## src/rtl/uart_pkg.sv

```systemverilog
// Shared types and constants for the UART transmit path.
// state_t is the transmit sequencer state; GAP is only reachable when the
// design is built with TX_GAP_EN.
package uart_pkg;

    // Default TX FIFO entry count.
    localparam int TX_FIFO_DEPTH = 8;

    // Width of one transmitted character.
    localparam int TX_DATA_W = 8;

    typedef enum logic [1:0] {
        IDLE      = 2'd0,
        ISSUE     = 2'd1,
        WAIT_DONE = 2'd2,
        GAP       = 2'd3
    } state_t;

endpackage

```

## src/rtl/sync_fifo.sv

```systemverilog
// Single-clock FIFO holding bytes queued for transmission.
// Status (full/empty/level) comes from the registered count only, so a push
// arriving while full is dropped even if a pop happens on the same edge.
// Overflow is sticky until flush or reset. Flush wins over a simultaneous
// push; a pop on the flush edge still returns the head entry to the caller.
module sync_fifo
    import uart_pkg::*;
#(
    parameter int DEPTH = TX_FIFO_DEPTH,
    parameter int WIDTH = TX_DATA_W
) (
    input  logic                     clk_i,
    input  logic                     rst_i,
    input  logic                     push_i,
    input  logic [WIDTH-1:0]         push_data_i,
    input  logic                     pop_i,
    input  logic                     flush_i,
    output logic [WIDTH-1:0]         head_o,
    output logic                     full_o,
    output logic                     empty_o,
    output logic [$clog2(DEPTH):0]   level_o,
    output logic                     overflow_o
);

    localparam int AW = $clog2(DEPTH);
    localparam int CW = AW + 1;

    logic [WIDTH-1:0] mem_q [DEPTH];
    logic [AW-1:0]    wr_ptr_q, wr_ptr_d;
    logic [AW-1:0]    rd_ptr_q, rd_ptr_d;
    logic [CW-1:0]    count_q, count_d;
    logic             overflow_q, overflow_d;
    logic             push_ok;
    logic             pop_ok;

    assign full_o     = (count_q == CW'(DEPTH));
    assign empty_o    = (count_q == '0);
    assign level_o    = count_q;
    assign overflow_o = overflow_q;
    assign head_o     = mem_q[rd_ptr_q];

    assign push_ok = push_i && !full_o && !flush_i;
    assign pop_ok  = pop_i && !empty_o;

    // Next pointer/count/overflow values; pointers wrap naturally at DEPTH.
    always_comb begin
        wr_ptr_d   = wr_ptr_q;
        rd_ptr_d   = rd_ptr_q;
        count_d    = count_q;
        overflow_d = overflow_q;
        if (flush_i) begin
            wr_ptr_d   = '0;
            rd_ptr_d   = '0;
            count_d    = '0;
            overflow_d = 1'b0;
        end else begin
            if (push_ok) begin
                wr_ptr_d = wr_ptr_q + AW'(1);
            end
            if (pop_ok) begin
                rd_ptr_d = rd_ptr_q + AW'(1);
            end
            unique case ({push_ok, pop_ok})
                2'b10:   count_d = count_q + CW'(1);
                2'b01:   count_d = count_q - CW'(1);
                default: count_d = count_q;
            endcase
            if (push_i && full_o) begin
                overflow_d = 1'b1;
            end
        end
    end

    // Control registers of the FIFO.
    always_ff @(posedge clk_i) begin
        if (rst_i) begin
            wr_ptr_q   <= '0;
            rd_ptr_q   <= '0;
            count_q    <= '0;
            overflow_q <= 1'b0;
        end else begin
            wr_ptr_q   <= wr_ptr_d;
            rd_ptr_q   <= rd_ptr_d;
            count_q    <= count_d;
            overflow_q <= overflow_d;
        end
    end

    // Storage array; left unreset so it maps onto RAM.
    always_ff @(posedge clk_i) begin
        if (push_ok) begin
            mem_q[wr_ptr_q] <= push_data_i;
        end
    end

endmodule

```

## src/rtl/tx_sequencer.sv

```systemverilog
// Transmit sequencer: queues bytes in a FIFO and hands them one at a time
// to the transmit frontend (transmit_o pulse + dr_o), waiting for done_i
// between frames.
// Optional feature macro TX_GAP_EN: adds port cr_gap_i and a GAP state that
// idles for cr_gap_i cycles after each done_i before the next frame.
module tx_sequencer
    import uart_pkg::*;
#(
    parameter int DEPTH = TX_FIFO_DEPTH
) (
    input  logic                   clk_i,
    input  logic                   rst_i,
    input  logic                   push_i,
    input  logic [7:0]             push_data_i,
    input  logic                   flush_i,
`ifdef TX_GAP_EN
    input  logic [15:0]            cr_gap_i,
`endif
    input  logic                   done_i,
    output logic                   transmit_o,
    output logic [7:0]             dr_o,
    output logic                   full_o,
    output logic                   empty_o,
    output logic                   busy_o,
    output logic                   overflow_o,
    output logic [$clog2(DEPTH):0] level_o
);

    state_t      state_q, state_d;
    logic        transmit_q, transmit_d;
    logic [7:0]  dr_q, dr_d;
    logic        pop;
    logic [7:0]  fifo_head;
`ifdef TX_GAP_EN
    logic [15:0] gap_cnt_q, gap_cnt_d;
`endif

    sync_fifo #(
        .DEPTH (DEPTH),
        .WIDTH (TX_DATA_W)
    ) u_fifo (
        .clk_i       (clk_i),
        .rst_i       (rst_i),
        .push_i      (push_i),
        .push_data_i (push_data_i),
        .pop_i       (pop),
        .flush_i     (flush_i),
        .head_o      (fifo_head),
        .full_o      (full_o),
        .empty_o     (empty_o),
        .level_o     (level_o),
        .overflow_o  (overflow_o)
    );

    assign transmit_o = transmit_q;
    assign dr_o       = dr_q;
    assign busy_o     = (state_q != IDLE);

    // Next-state logic; the head byte is popped into dr on IDLE->ISSUE and
    // held there until the frame completes (flush does not disturb it).
    always_comb begin
        state_d    = state_q;
        transmit_d = 1'b0;
        dr_d       = dr_q;
        pop        = 1'b0;
`ifdef TX_GAP_EN
        gap_cnt_d  = gap_cnt_q;
`endif
        case (state_q)
            IDLE: begin
                if (!empty_o) begin
                    state_d    = ISSUE;
                    transmit_d = 1'b1;
                    dr_d       = fifo_head;
                    pop        = 1'b1;
                end
            end
            ISSUE: begin
                state_d = WAIT_DONE;
            end
            WAIT_DONE: begin
                if (done_i) begin
`ifdef TX_GAP_EN
                    if (cr_gap_i != 16'd0) begin
                        state_d   = GAP;
                        gap_cnt_d = cr_gap_i - 16'd1;
                    end else begin
                        state_d = IDLE;
                    end
`else
                    state_d = IDLE;
`endif
                end
            end
`ifdef TX_GAP_EN
            GAP: begin
                if (gap_cnt_q == 16'd0) begin
                    state_d = IDLE;
                end else begin
                    gap_cnt_d = gap_cnt_q - 16'd1;
                end
            end
`endif
            default: begin
                state_d = IDLE;
            end
        endcase
    end

    // Sequencer registers; reset drops any frame in flight.
    always_ff @(posedge clk_i) begin
        if (rst_i) begin
            state_q    <= IDLE;
            transmit_q <= 1'b0;
            dr_q       <= 8'd0;
`ifdef TX_GAP_EN
            gap_cnt_q  <= 16'd0;
`endif
        end else begin
            state_q    <= state_d;
            transmit_q <= transmit_d;
            dr_q       <= dr_d;
`ifdef TX_GAP_EN
            gap_cnt_q  <= gap_cnt_d;
`endif
        end
    end

endmodule

```

## config.mk

```make
export PLATFORM = sky130hd
export DESIGN_NAME = tx_sequencer
export DESIGN_NICKNAME = d
export VERILOG_FILES = /design/src/rtl/uart_pkg.sv /design/src/rtl/sync_fifo.sv /design/src/rtl/tx_sequencer.sv
export SDC_FILE = /design/constraint.sdc
export NUM_CORES = 1
export LEC_CHECK = 0
export CORE_MARGIN = 5
export CORE_UTILIZATION = 56
export DETAILED_ROUTE_END_ITERATION = 12
export PLACE_DENSITY = 0.78
export REMOVE_ABC_BUFFERS = 1
export SYNTH_ARGS = -nofsm -noshare
export SYNTH_HDL_FRONTEND = slang
export SYNTH_SLANG_ARGS = --single-unit
export TNS_END_PERCENT = 10
```

## constraint.sdc

```tcl
create_clock -name clk_i -period 3.24 [get_ports clk_i]
set_input_delay 0.486 -clock clk_i [delete_from_list [all_inputs] [get_ports clk_i]]
set_output_delay 0.486 -clock clk_i [all_outputs]
set_load 0.1 [all_outputs]
```

# Word level (Yosys, flattened, before mapping)
# Memories as Yosys holds them, arrays and structs flattened. A register that Yosys moved wholly into a read port is not among the register bits.
# Cells that the tools add are included.
totals:
  regBits: 14
  ramBits: 64
  n_memories: 1
memory_table:
  columns: ["memory", "words", "width", "read_ports", "rd_clocked_by_memory_dff", "wr", "line", "source"]
  rows:
  - ["u_fifo.mem_q", 8, 8, 1, 1, 1, "sync_fifo.sv:28", "logic [WIDTH-1:0] mem_q [DEPTH];"]
classes:
  addsub: 4
  eq_ne: 7
  mux: 8
  n_bitwise: 1
  reduce_logical: 14
op_table:
  columns: ["cell", "n"]
  rows:
  - ["$pmux W4 S2", 1]
  - ["$add A3 B1 Y3 const B", 2]
  - ["$pmux W2 S3", 1]
  - ["$add A4 B1 Y4 const B", 1]
  - ["$eq A2 B1 Y1 const B", 2]
  - ["$eq A2 B2 Y1 const B", 2]
  - ["$eq A4 B4 Y1 const B", 1]
  - ["$logic_and A1 B1 Y1", 4]
  - ["$logic_not A4 Y1", 1]
  - ["$mux W1", 4]
  - ["$mux W2", 2]
  - ["$ne A2 B2 Y1 const B", 2]
  - ["$reduce_and A2 Y1", 2]
  - ["$reduce_bool A2 Y1", 2]
  - ["$sub A4 B1 Y4 const B", 1]
  - ["$logic_not A1 Y1", 3]
  - ["$logic_not A2 Y1", 1]
  - ["$reduce_or A2 Y1", 1]
  - ["$not A1 Y1", 1]

# Longest topological paths before layout
# Gate-level depths: netlist of the first run.
depth:
  word_depth: 6
  mapped_depth: 11
  depth_no_buf: 10

# Modules after synthesis
# From an unflattened synthesis of the first run, not the netlist that was laid out.
hier_totals:
  hier_cells: 221
  area_unflattened_um2: 3661.0
by_module_without_submodules:
  columns: ["module", "n_inst", "cells_per_inst", "area_each_um2"]
  rows:
  - ["sync_fifo", 1, 174, 3191.8]
  - ["tx_sequencer", 1, 47, 469.2]

# Least setup slack after synthesis of the first run
# Ideal clock, no wire load.
synth_timing:
  path_type: "reg2reg"
  startpoint: "reg u_fifo.count_q[0] (netlist: u_fifo.level_o[0])"
  endpoint: "reg u_fifo.count_q[2] (netlist: u_fifo.level_o[2])"
  setup_time_ns: 0.071
  arrival_time_ns: 3.296
  required_time_ns: 3.169
  path_slack_ns: -0.127
  path_stages_with_launch: 12
  n_path_buf: 1
  synth_period_minus_slack_ns: 3.367
  path_cell_list: "dfxtp_1 > or4_4 > inv_2 > nor3_2 > buf_6 > ha_1 > xor2_1 > ha_1 > a21oi_1 > xor2_1 > or3_1 > a21oi_1"
synth_between:
  elab_chain_len: 6
  word_cells_on_any_way: 15
  cone_classes: "2 x add/sub; 3 x eq/ne; 3 x mux; 7 x reduce/logical"
synth_rtl:
  columns: ["element", "line", "source"]
  rows:
  - ["from (decl)", "sync_fifo.sv:31", "logic [CW-1:0] count_q, count_d;"]
  - ["from (signal assigned)", "sync_fifo.sv:84", "count_q <= count_d;"]
  - ["$logic_not A4 Y1 (*)", "sync_fifo.sv:37", "assign empty_o = (count_q == '0);"]
  - ["named net empty_o", "tx_sequencer.sv:23", "output logic empty_o,"]
  - ["$mux W1 (*)", "tx_sequencer.sv:71", "if (!empty_o) begin"]
  - ["$mux W1 (*)", null, null]
  - ["named net pop", "tx_sequencer.sv:32", "logic pop;"]
  - ["$logic_and A1 B1 Y1 (*)", "sync_fifo.sv:43", "assign pop_ok = pop_i && !empty_o;"]
  - ["$eq A2 B1 Y1 or $eq A2 B2 Y1 (tied branches)", "sync_fifo.sv:63", "unique case ({push_ok, pop_ok})"]
  - ["$pmux W4 S2 or $reduce_bool A2 Y1 (tied branches)", null, null]
# Mark *: on every way through the listed nets, which the timed path passes. The rest lies on a longest branch.
# A chain may end at the register's enable or synchronous reset.

# Worst setup path in the final report of the first run
layout_timing:
  startpoint: "reg u_fifo.count_q[0] (netlist: u_fifo.level_o[0])"
  endpoint: "reg u_fifo.count_q[2] (netlist: u_fifo.level_o[2])"
layout_between:
  elab_chain_len: 6
  word_cells_on_any_way: 15
  cone_classes: "2 x add/sub; 3 x eq/ne; 3 x mux; 7 x reduce/logical"
layout_rtl:
  columns: ["element", "line"]
  rows:
  - ["$logic_not A4 Y1 or $eq A4 B4 Y1 (tied branches)", "sync_fifo.sv:37, sync_fifo.sv:36"]
  - ["$mux W1 or $logic_not A1 Y1 (tied branches)", "tx_sequencer.sv:71, sync_fifo.sv:42"]
  - ["$mux W1 or $logic_and A1 B1 Y1 (tied branches)", null]
  - ["$logic_and A1 B1 Y1 (on tied branches)", "sync_fifo.sv:43, sync_fifo.sv:42"]
  - ["$eq A2 B1 Y1 or $eq A2 B2 Y1 (tied branches)", "sync_fifo.sv:63"]
  - ["$pmux W4 S2 or $reduce_bool A2 Y1 (tied branches)", null]
# Several ways; a longest one is shown, not always the timed one.

==> results of run 1 <==
==> stage by stage <==
stage / TNS (ns) / cell area [sq um]
2_1_floorplan: -0.381 / 3320
3_3_place_gp: 0 / 3780
3_5_place_dp: 0 / 3780
4_1_cts: 0 / 3960
5_1_grt: 0 / 3960
6_report: 0 / 3960
==> kinds of logic after synthesis <==
kind of cell	after synthesis	share of synthesized area, %
DFF	86	70.2
and+or+nand+nor	60	9.41
muxes	19	11.6
AOI/OAI and AO/OA	17	3.01
buffers and inverters	12	1.82
xor gates and xnor gates	7	2.05
adders and majority gates	5	1.86
==> sequential cells by signal (all words and copies together) (netlist names) <==
name	flops
u_fifo.mem_q	64
dr_o	8
u_fifo.level_o	4
u_fifo.rd_ptr_q	3
u_fifo.wr_ptr_q	3
state_q	2
transmit_o	1
u_fifo.overflow_o	1
==> path summary, 6_finish.rpt <==
kind	endpoint	cells past startpoint	slack [ns]	start
worst min-delay path	u_fifo.overflow_o$_SDFFE_PP0P_	2	0.47	u_fifo.overflow_o$_SDFFE_PP0P_
worst min register to register	u_fifo.overflow_o$_SDFFE_PP0P_	2	0.47	u_fifo.overflow_o$_SDFFE_PP0P_
worst max register to register	u_fifo.level_o[2]$_SDFFE_PP0P_	10	0.63	u_fifo.level_o[0]$_SDFFE_PP0P_
worst max-delay path	u_fifo.level_o[2]$_SDFFE_PP0P_	10	0.63	u_fifo.level_o[0]$_SDFFE_PP0P_
==> cell usage after synthesis, types with 3 or more instances <==
library cell  count  area share, %
mux2i_1           3           0.89
nor3_1           12            1.8
dfxtp_1          22             13
nand2_1           3           0.33
a21oi_1           5           0.74
xor2_1            5            1.3
nand4b_1          3           0.78
edfxtp_1         64             57
or3_1             3           0.56
nand2b_1          4           0.74
ha_1              5            1.9
nor2_1           25            2.8
o22ai_1           8            1.5
mux4_2           16             11
clkbuf_1          3           0.33
inv_1             4           0.45
==> layer usage <==
layer  wire length [microns]  vias up  track usage [%]  share of wire, %
met5                       0        -                0                 0
met4                     110        0             5.44               1.8
met3                     363       10             6.81               5.8
met2                    3110       50             28.5                50
met1                    2640      927             24.0                42
li1                        -      888                -                 -
==> final cells by class <==
type | instances | area share (%)
Timing Repair Buffer | 41 | 9.16
Sequential cell | 86 | 59.7
Clock inverter | 5 | 1.30
Tap cell | 75 | 2.37
Clock buffer | 11 | 3.32
Multi-Input combinational cell | 108 | 23.7
Inverter | 5 | 0.474
==> layout by cell type, fill, tap and decap left out, types with 3 or more instances in the layout <==
cell type        count
xor2_1               5
inv_1                4
a21oi_1              5
clkdlybuf4s50_1     22
dfxtp_1             22
nand4b_1             3
clkbuf_8             9
or3_1                3
nor2_1              25
mux2i_1              3
nand2_1              3
nor3_1              12
edfxtp_1            64
ha_1                 5
nand2b_1             4
o22ai_1              8
buf_4               19
mux4_2              16
==> power breakdown <==
group | internal, mW | switching, mW
logic | 0.164 | 0.412
registers | 1.22 | 0.0276
clock network | 0.351 | 0.356
total | 1.74 | 0.796
==> worst reg2reg max path, stage by stage (launching register included) <==
cell	delay [ns]
dfxtp_1	0.39
or4b_1	0.65
nand2_1	0.18
or2_2	0.14
ha_1	0.23
xor2_1	0.16
ha_1	0.16
a21oi_1	0.05
xor2_1	0.15
or3_1	0.30
a21oi_1	0.14
==> flow_summary.ini, run 1 <==
[global_routing]
grt_use_total_pct = 18.3
overflow = 0
first_global_vias = 1830
grt_max_degree = 19
antenna_found_initial = 0
grt_pass1_wl_mm = 9.85

[drt]
wl_mm = 6.23
drc = 0
ant_nets = 0
dr.pass1.iters = 4
vias = 1875
via_per_inst = 5.66
drt_first_iter_violations = 212
wl_per_cell_microns = 18.8

[floorplan]
io_pins = 30
num_rows = 28
core_region_area_sq_um = 5890
start_util_pct = 57.1
die_area_sq_um = 7660
die_x_microns = 87.5
die_h_microns = 87.5

[finish]
final_cells = 331
multiInputGateArea_sq_um = 940
antenna_cells = 0
final.fill_count = 415
final_util_pct = 67.3
layout-drive-gt1-share_pct = 21.9
fin_nets = 269
ff_latch_area_sq_um = 2360
area_delta_synth_final_pct = 17.7

[clock_tree]
clock_path_buffers = 2
clkTransAtPathRegs_ns = 0.08
clock-sinks = 86
cts_tree = yes
post-cts-setup-buffers = 0
cts_made_buffers = 9
cts.repair.resized = 0
htreeDepth = 3
clkLatencyLatePin_ns = 0.36
postCtsHoldBufs = 0
root_buffer = clkbuf_8

[critical_path]
start_kind = flop
critical_path_buf_inv_count = 0
worstSetupPathType = reg -> reg
crit_slowest_cell = or4b_1
slowest_delay_ns = 0.65
cp_cell_sequence = or4b_1 -> nand2_1 -> or2_2 -> ha_1 -> xor2_1 -> ha_1 -> a21oi_1 -> xor2_1 -> or3_1 -> a21oi_1
path_delay_family = simple AND/OR/NAND/NOR gates
cp_max_fo = 8
required_ns = 3.54
worst_ep_arrival_time_ns = 2.91
end_kind = flop

[place]
place_ws_ns = 0.436
io_buffers = 29
gp_congestion = 0.777
dp.cells = 315
dp_hpwl_mm = 4.14

[power]
ir_drop_mv = 0.378
power.total_mw = 2.53
p_leak_nw = 1.32
p_per_area_nw_per_um2 = 640

[logic_synthesis]
syn_area_per_cell_sq_um = 16.3
synth_edf_count = 64
synthArstFlopShare_pct = 0
yosysWarnings = 0
synth.cell_area_sq_um = 3360
ys.flop_type = edfxtp_1
netlist_instances = 206
synth_cell_types = 32
seq_area_frac_synth_pct = 70.2
synth_seq_cells = 86

[timing]
worst_slack_ns = 0.629
slew_headroom_pct = 34.9
fmax_mhz = 383
setup_viol = 0
period_minus_slack_ns = 2.61
worst_slew_pin_slew_ns = 0.973
slew_viol_final = 0
holdWs_ns = 0.474
clock_skew_ns = 0.00780
fin_crit_sh_pct = 80.6
hold_viol = 0
rsz0062_at_grt = false

[worst_hold_path]
hp-class = reg -> reg

[status]
status = completed

[run]
maxCapViolations = 0
Note: power is estimated with default switching activity, not from simulation.
==> run 2, diff against run 1 <==
==> constraint.sdc (replaced) <==
create_clock -name clk_i -period 2.42 [get_ports clk_i]
set_input_delay 0.363 -clock clk_i [delete_from_list [all_inputs] [get_ports clk_i]]
set_output_delay 0.363 -clock clk_i [all_outputs]
set_load 0.1 [all_outputs]
==> run 2 against run 1 <==
  * Die area unchanged
  * Worst hold slack gained 0.0089 ns
  * Count of clock-buffer cells in the layout decreased by 2
  * Sequential share of layout area fell by 2.0 points
  * Register-to-register slack worse by 0.51 ns
  * Final cell count is 3.3% higher
  * Via count grew 4.1%
==> flow_summary.ini, run 2 (same netlist as run 1, synthesis figures left out) <==
[global_routing]
first_global_vias = 1911
antenna_found_initial = 0
grt_pass1_wl_mm = 10.0
overflow = 0
grt_use_total_pct = 18.7
grt_max_degree = 17

[finish]
layout-drive-gt1-share_pct = 32.6
layout_commonest_cell = edfxtp_1
antenna_cells = 0
area_delta_synth_final_pct = 22.1
final_util_pct = 69.7
fin_area_sq_um = 4110
largest_reg_flops = 64
fin_nets = 280
final.fill_count = 380
layout_common_cells = edfxtp_1, buf_4, nor2_1
top_register = u_fifo.mem_q

[timing]
worst_slew_pin_slew_ns = 0.405
setup_viol = 0
period_minus_slack_ns = 2.30
hold_viol = 0
fin_setup_tns_ns = 0
holdWs_ns = 0.483
clock_skew_ns = 0.00604
fin_crit_sh_pct = 94.9
slew_viol_final = 0
fmax_mhz = 435
slew_headroom_pct = 73.0

[power]
power.share.combinational_pct = 23.7
ir_drop_mv = 0.546
power.total_mw = 3.53
p_leak_nw = 1.41
pwr-share-seq_pct = 47.5
power_frac_clock_pct = 28.8
sw_frac_of_total_pct = 32.2
p_int_mw = 2.39
p_per_area_nw_per_um2 = 859
power.switching_mw = 1.14

[drt]
vias = 1951
drc = 0
wl_per_cell_microns = 18.8
drt_first_iter_violations = 138
via_per_inst = 5.70
dr.pass1.iters = 4
wl_mm = 6.43
ant_nets = 0

[critical_path]
reg2reg_to = u_fifo.level_o[2]$_SDFFE_PP0P_
required_ns = 2.70
cp_cell_sequence = or4b_4 -> nand2_1 -> or2_2 -> ha_2 -> xor2_1 -> ha_2 -> a21oi_2 -> xor2_1 -> or3_1 -> a21oi_1
slowest_delay_ns = 0.55
worstRegToRegCells = 10
worst_ep_arrival_time_ns = 2.58
start_kind = flop
r2r_setup_slack_ns = 0.12
end_kind = flop
r2r-start = u_fifo.level_o[0]$_SDFFE_PP0P_
worstSetupPathType = reg -> reg
crit_slowest_cell = or4b_4
cp_max_fo = 3

[place]
dpl_cell_area_sq_um = 3860
gp_congestion = 0.785
dp_hpwl_mm = 4.20
io_buffers = 29

[floorplan]
start_util_pct = 57.1
die_h_microns = 87.5
core_region_area_sq_um = 5890
num_rows = 28
die_x_microns = 87.5
io_pins = 30
die_area_sq_um = 7660

[clock_tree]
clock-sinks = 86
htreeDepth = 3
cts_made_buffers = 9
cts_tree = yes
root_buffer = clkbuf_8
postCtsHoldBufs = 0
clkTransAtPathRegs_ns = 0.08
clock_path_buffers = 2
clkLatencyLatePin_ns = 0.35

[run]
maxCapViolations = 0

[worst_hold_path]
hold_depth = 2
hp-start = u_fifo.overflow_o$_SDFFE_PP0P_
hp-class = reg -> reg
hold_end = u_fifo.overflow_o$_SDFFE_PP0P_

[status]
status = completed
run 2: cell count changes in the layout (fill, tap and decap cells not counted), moves of 2 or more:
| cell | delta |
|---|---|
| inv_8 | +2 |
| ha_2 | +2 |
| ha_1 | -2 |
| buf_12 | +3 |
| dfxtp_2 | +2 |
| dfxtp_1 | -2 |
| clkbuf_1 | -2 |
| buf_4 | +18 |
| clkdlybuf4s50_1 | -10 |
run 2: per-stage QoR:
step,worst slack (ns),cells
after global routing,-0.00251,342
after CTS,0.0503,341
after global placement,-0.00400,325
final,0.123,342
after detailed placement,-0.0427,325
after floorplan,-1.09,199
run 2: timing repair:
| action | in CTS | in global routing |
|---|---|---|
| setup endpoints to repair | 0 | 2 |
| setup buffers | 0 | 1 |
| resized for setup | 0 | 9 |
run 2: worst max-delay path by stage:
stage | start | endpoint | slack [ns] | cells after the start
global placement | push_i | u_fifo.level_o[2]$_SDFFE_PP0P_ | -0.004 | 10
finish | u_fifo.level_o[0]$_SDFFE_PP0P_ | u_fifo.level_o[2]$_SDFFE_PP0P_ | 0.12 | 10
floorplan | u_fifo.level_o[0]$_SDFFE_PP0P_ | u_fifo.level_o[2]$_SDFFE_PP0P_ | -1.09 | 10
global route | u_fifo.level_o[0]$_SDFFE_PP0P_ | u_fifo.level_o[2]$_SDFFE_PP0P_ | -0.003 | 10
detailed placement | push_i | u_fifo.level_o[2]$_SDFFE_PP0P_ | -0.04 | 10
CTS | u_fifo.level_o[3]$_SDFFE_PP0P_ | u_fifo.level_o[2]$_SDFFE_PP0P_ | 0.05 | 10
run 2: routing by layer:
layer  GRT usage, %  share of wire [%]
met2           31.5                 53
met5              0                  0
met3           4.64                5.4
met4           7.11                1.7
met1           23.4                 40
run 2: power groups by stage:
stage	logic, mW	registers (mW)	clock network (mW)
floorplan	0.286	2.00	0
global placement	0.809	1.71	0
detailed placement	0.823	1.71	0
CTS	0.825	1.68	1.04
global route	0.885	1.68	1.12
finish	0.835	1.68	1.02
run 2: final cells by class:
cell class	instances	area (sq um)	share of cell area (%)
clock buffer	9	124	3.02
clock inverter	7	81.3	1.98
inverter	5	18.8	0.457
multi-input combinational	108	965	23.5
sequential	86	2360	57.6
tap	75	93.8	2.29
timing repair buffer	52	458	11.2
run 2: worst max-delay path: cells and delay by family (launching register included):
kind / cells / cell delay, ns
and+or+nand+nor: 4 / 1.08
xor gates and xnor gates: 2 / 0.30
adders and majority gates: 2 / 0.36
AOI/OAI and AO/OA: 2 / 0.15
DFF: 1 / 0.33
